**src/rtl/online_ccm_share_sched.sv**
```systemverilog
// ---------------------------------------------------------------------------
// online_ccm_share_sched
//
// Time-shares one combinational constant-coefficient multiplier (CCM) among
// NREQ requesters. A round-robin arbiter picks one valid requester, registers
// its operand onto ccm_x, waits a programmable number of cycles for the CCM
// output to settle, captures the result and presents it on a valid/ready
// response port tagged with the owning requester index.
//
// Ports
//   clk, rst       : clock; synchronous active-high reset
//   req_valid      : [NREQ]      per-requester operand valid
//   req_data       : [NREQ*WL]   operands, requester i at [i*WL +: WL]
//   req_ready      : [NREQ]      one-hot grant, only ever high in IDLE
//   settle_cycles  : [SET_W]     settle budget, sampled at grant (0 acts as 1)
//   ccm_x          : [WL]        registered operand driven to the CCM
//   ccm_y          : [OUT_W]     CCM result
//   rsp_valid/rsp_ready          response handshake
//   rsp_data       : [OUT_W]     captured CCM result
//   rsp_id         : [3]         requester that owns rsp_data
//   busy           : high whenever not IDLE
// ---------------------------------------------------------------------------
module online_ccm_share_sched #(
    parameter int Stage = 4,
    parameter int OUT_W = 2*(Stage+9),
    parameter int NREQ  = 4,
    parameter int SET_W = 4,
    localparam int WL   = 2*Stage
) (
    input  logic                 clk,
    input  logic                 rst,
    input  logic [NREQ-1:0]      req_valid,
    input  logic [NREQ*WL-1:0]   req_data,
    output logic [NREQ-1:0]      req_ready,
    input  logic [SET_W-1:0]     settle_cycles,
    output logic [WL-1:0]        ccm_x,
    input  logic [OUT_W-1:0]     ccm_y,
    output logic                 rsp_valid,
    input  logic                 rsp_ready,
    output logic [OUT_W-1:0]     rsp_data,
    output logic [2:0]           rsp_id,
    output logic                 busy
);

    typedef enum logic [1:0] {
        IDLE   = 2'd0,
        SETTLE = 2'd1,
        RESP   = 2'd2
    } state_t;

    state_t           state, state_nxt;
    logic [SET_W-1:0] cnt;
    logic [2:0]       last_grant;

    logic             gnt_vld;
    logic [2:0]       gnt_idx;
    logic [7:0]       vld_pad;
    logic [3:0]       idx;
    logic             fire;

    // Round-robin pick: scan from last_grant+1 upward, wrapping at NREQ.
    // last_grant < NREQ and k <= NREQ, so one conditional subtract is a
    // complete modulo. req_valid is padded to 8 bits so a 3-bit index is
    // always in range regardless of NREQ.
    always_comb begin
        vld_pad = 8'(req_valid);
        gnt_vld = 1'b0;
        gnt_idx = '0;
        idx     = '0;
        for (int k = 1; k <= NREQ; k++) begin
            idx = {1'b0, last_grant} + 4'(k);
            if (idx >= 4'(NREQ))
                idx = idx - 4'(NREQ);
            if (!gnt_vld && vld_pad[idx[2:0]]) begin
                gnt_vld = 1'b1;
                gnt_idx = idx[2:0];
            end
        end
    end

    // Handshake: the winner is by construction valid, so its ready is the
    // whole condition.
    assign fire = (state == IDLE) && gnt_vld;

    // State register
    always_ff @(posedge clk) begin
        if (rst)
            state <= IDLE;
        else
            state <= state_nxt;
    end

    // Next-state logic. RESP always falls back to IDLE before the next
    // grant, so there is no response-to-grant bypass.
    always_comb begin
        state_nxt = state;
        case (state)
            IDLE:    if (fire)                    state_nxt = SETTLE;
            SETTLE:  if (cnt == SET_W'(1))        state_nxt = RESP;
            RESP:    if (rsp_ready)               state_nxt = IDLE;
            default:                              state_nxt = IDLE;
        endcase
    end

    // Output logic
    always_comb begin
        req_ready = '0;
        if (fire)
            req_ready = NREQ'(1) << gnt_idx;
        busy      = (state != IDLE);
        rsp_valid = (state == RESP);
    end

    // Datapath. settle_cycles is only looked at on the grant edge, so the
    // operation in flight is immune to later changes. ccm_x is held until
    // the next grant, so the CCM input stays stable for the full count.
    always_ff @(posedge clk) begin
        if (rst) begin
            ccm_x      <= '0;
            rsp_data   <= '0;
            rsp_id     <= '0;
            cnt        <= '0;
            last_grant <= 3'(NREQ-1);
        end else begin
            if (fire) begin
                ccm_x      <= req_data[gnt_idx*WL +: WL];
                rsp_id     <= gnt_idx;
                last_grant <= gnt_idx;
                cnt        <= (settle_cycles == '0) ? SET_W'(1) : settle_cycles;
            end else if (state == SETTLE) begin
                cnt <= cnt - SET_W'(1);
                if (cnt == SET_W'(1))
                    rsp_data <= ccm_y;
            end
        end
    end

endmodule

```
**config.mk**
```make
export PLATFORM = sky130hd
export DESIGN_NAME = online_ccm_share_sched
export DESIGN_NICKNAME = d
export VERILOG_FILES = /design/src/rtl/online_ccm_share_sched.sv
export SDC_FILE = /design/constraint.sdc
export NUM_CORES = 1
export LEC_CHECK = 0
export ABC_AREA = 1
export BUFFER_PORTS_ARGS = -buffer_cell sky130_fd_sc_hd__buf_2
export CORE_MARGIN = 1
export CORE_UTILIZATION = 50
export CTS_BUF_LIST = sky130_fd_sc_hd__clkbuf_4
export CTS_CLUSTER_SIZE = 12
export DETAILED_ROUTE_END_ITERATION = 8
export MAX_ROUTING_LAYER = met4
export PLACE_DENSITY = 0.84
export SETUP_SLACK_MARGIN = 0.5
export SYNTH_ARGS = -nofsm -noshare
export SYNTH_HDL_FRONTEND = slang
export SYNTH_SLANG_ARGS = --single-unit
```
**constraint.sdc**
```tcl
create_clock -name clk -period 5.7 [get_ports clk]
set_clock_uncertainty 0.05 [all_clocks]
set_input_delay 0.285 -clock clk [delete_from_list [all_inputs] [get_ports clk]]
set_output_delay 0.285 -clock clk [all_outputs]
set_load 0.02 [all_outputs]
```
==> flow_summary.yaml <==
clock_tree:
  cts_max_level: 2
  postCtsSetupBuffers: 0
  clk_path_buf_depth: 2
  cts_sinks: 45
  cts_tree: "done"
  clkTransAtPathRegs_ns: 0.15
  numCtsBuffers: 5
  cts-root-buf: "clkbuf_4"
  clock_latency_ns: 0.37
  cts_hold_buf: 0
  cts_resized: 0
setup_path:
  crit_required_ns: 5.37
  rr_startpoint: "last_grant[0]"
  crit_fanout: 25
  cp-endpoint: "req_ready[3]"
  path_class: "register to primary output"
  reg2regPathDepth: 13
  rrSetupSlack_ns: 3.02
  r2r_end: "ccm_x[1]"
  cp.arrival_ns: 2.99
  cp-start-kind: "register"
  critPathLaunch: "last_grant[0]"
  worstSetupEndpointType: "primary output"
finish:
  num-fill-cells: 437
  postLayoutCellArea_um2: 3210
  final_cells: 544
  diodes: 0
  utilization: 0.662
  syn2layout_area_growth_pct: 24.5
  drive_above_1_share: 0.344
  nets: 549
sta:
  holdWs_ns: 0.0726
  fin_crit_ns: 3.33
  slew_headroom: 0.526
  slew_violations: 0
  worstMarginPinSlew_ns: 0.707
  rsz0062_at_grt: "false"
  setup_violations: 0
  finalSetupTns_ns: 0
  finalHoldViolCount: 0
  fmax_mhz: 300
  fin_crit_sh: 0.584
pwr:
  vdd_drop_max_mv: 0.395
  power_leakage_nw: 1.85
  powerDensity_nw_per_um2: 580
grt:
  antenna_found_initial: 0
  grt_max_degree: 30
  grt_overflow: 0
  grt_pass1_wl_mm: 10.4
  grt_pass1_vias: 2384
  gr-usage-all-layers: 0.255
hold_path:
  whs_path_depth: 3
  min_path_type: "input pin to register"
yosys:
  synth_top_cells_by_count: "nor2_1, inv_1, dfxtp_1"
  netlist_instances: 374
  syn_avg_cell_area_um2: 6.89
  synth_flop_cell: "dfxtp_1"
  synth_top_area_cell: "dfxtp_1"
  postSynthNetCount: 447
  synth.distinct_cells: 34
  syn_area_um2: 2580
  synthAdderAreaFrac: 0.0194
  synth_mux_area_frac: 0
  yosysMostFrequentCell: "nor2_1"
  synth-xor-area-share: 0.00679
  seq_area_frac_synth: 0.349
  synth_area_leaders: "dfxtp_1, nor2_1, inv_1"
  yosys.area.top_type_share: 0.349
  synth_edf_count: 0
  synth_top_family_by_area: "simple AND/OR/NAND/NOR gates"
  yosysWarnings: 0
  synthArstFlopShare: 0
  synth_compound_area_frac: 0.0898
  ys_seq_elements: 45
  synth-simple-area-share: 0.405
routing:
  via_per_inst: 4.91
  ant_nets: 0
  finalWirelength_mm: 6.54
  drt_first_pass_iters: 4
  drt-initial-drc-count: 147
  drc: 0
  vias: 2670
  wl_per_cell_um: 12.0
floorplan:
  die_h_um: 73.8
  die_w_um: 73.8
  rows: 25
  die_area_um2: 5450
  start_util: 0.532
  coreArea_um2: 4850
  ios: 112
placed_design:
  dp_cells: 536
  post_dp_cell_area_um2: 3120
  dpl.hpwl_mm: 4.84
  gp_congestion: 0.950
  numPortBuffers: 111
job:
  drv_cap: 0
run_status:
  status: "finished, final reports clean"
## state kept, by name, indices dropped and copies added, names as in the netlist
name	flops
cnt	4
ccm_x	8
rsp_data	26
rsp_id	3
state	2
last_grant	2
## routing by layer
metal / vias to the layer above / global-route usage / part of all wire
met1: 1133 / 0.313 / 0.46
met3: 18 / 0.0439 / 0.067
met5: - / - / 0
met4: 0 / 0.113 / 0.026
met2: 129 / 0.408 / 0.45
li1: 1390 / - / -
## layout by cell type (no fill, tap or decap), types with 2 or more instances in the layout
cell type    n
buf_2      111
a21oi_1      7
nand2_2     16
o211ai_1     2
a21oi_2      2
nand3_2     12
xnor2_1      2
nand3_4      2
inv_6        2
inv_2        2
ha_1         4
nand4_1     19
nand3_1     24
o21ai_0     28
clkbuf_4     5
inv_1       53
nand2_1     39
dfxtp_1     45
nor2_1      84
nand2_4      3
nor3_1       2
## through the flow
stage               total power [W]  setup slack [ns]
finish                      0.00186              2.37
CTS                         0.00186              2.40
floorplan                   0.00144              3.25
global placement            0.00163              2.92
detailed placement          0.00165              2.82
global route                0.00201              2.20
## kinds of logic after synthesis
logic type               Yosys count
adder cells (fa/ha/maj)            4
AO/OA/AOI/OAI                     42
flip-flops                        45
AND/OR/NAND/NOR                  205
XOR/XNOR                           2
buffers and inverters             76
## worst max-delay path, cell delays in order (launching register included)
cell and delay, ns:
dfxtp_1 0.59, inv_8 0.08, ha_1 0.37, inv_1 0.10
nand3_1 0.14, nand3_4 0.13, nand4_4 0.28, nand2_4 0.11
inv_2 0.35, nand2_2 0.14, nor2_1 0.14, buf_2 0.19
## report_power, final
group	internal, W	switching [W]	leakage (nW)
sequential	0.000395	0.0000571	0.368
clock	0.0000956	0.000111	0.0462
combinational	0.000385	0.000817	1.43
total	0.000875	0.000985	1.85
## how the worst min path moves through the flow
stage                   end         start
6_report       rsp_data[21]     ccm_y[21]
3_3_place_gp    rsp_data[5]   rsp_data[5]
5_1_grt         rsp_data[0]      ccm_y[0]
2_1_floorplan   rsp_data[0]      ccm_y[0]
4_1_cts        rsp_data[21]     ccm_y[21]
3_5_place_dp   rsp_data[13]  rsp_data[13]
## cell type report
| class | instances | area [µm²] | share of cell area |
|---|---|---|---|
| clock buffers | 5 | 37.5 | 0.0117 |
| clock inverters | 3 | 47.5 | 0.0148 |
| inverters | 59 | 233 | 0.0725 |
| multi-input cells | 253 | 1340 | 0.419 |
| flip-flops and latches | 45 | 901 | 0.281 |
| well taps | 67 | 83.8 | 0.0261 |
| repair buffers | 112 | 563 | 0.175 |
No activity file was read; power rests on OpenSTA's default activity.
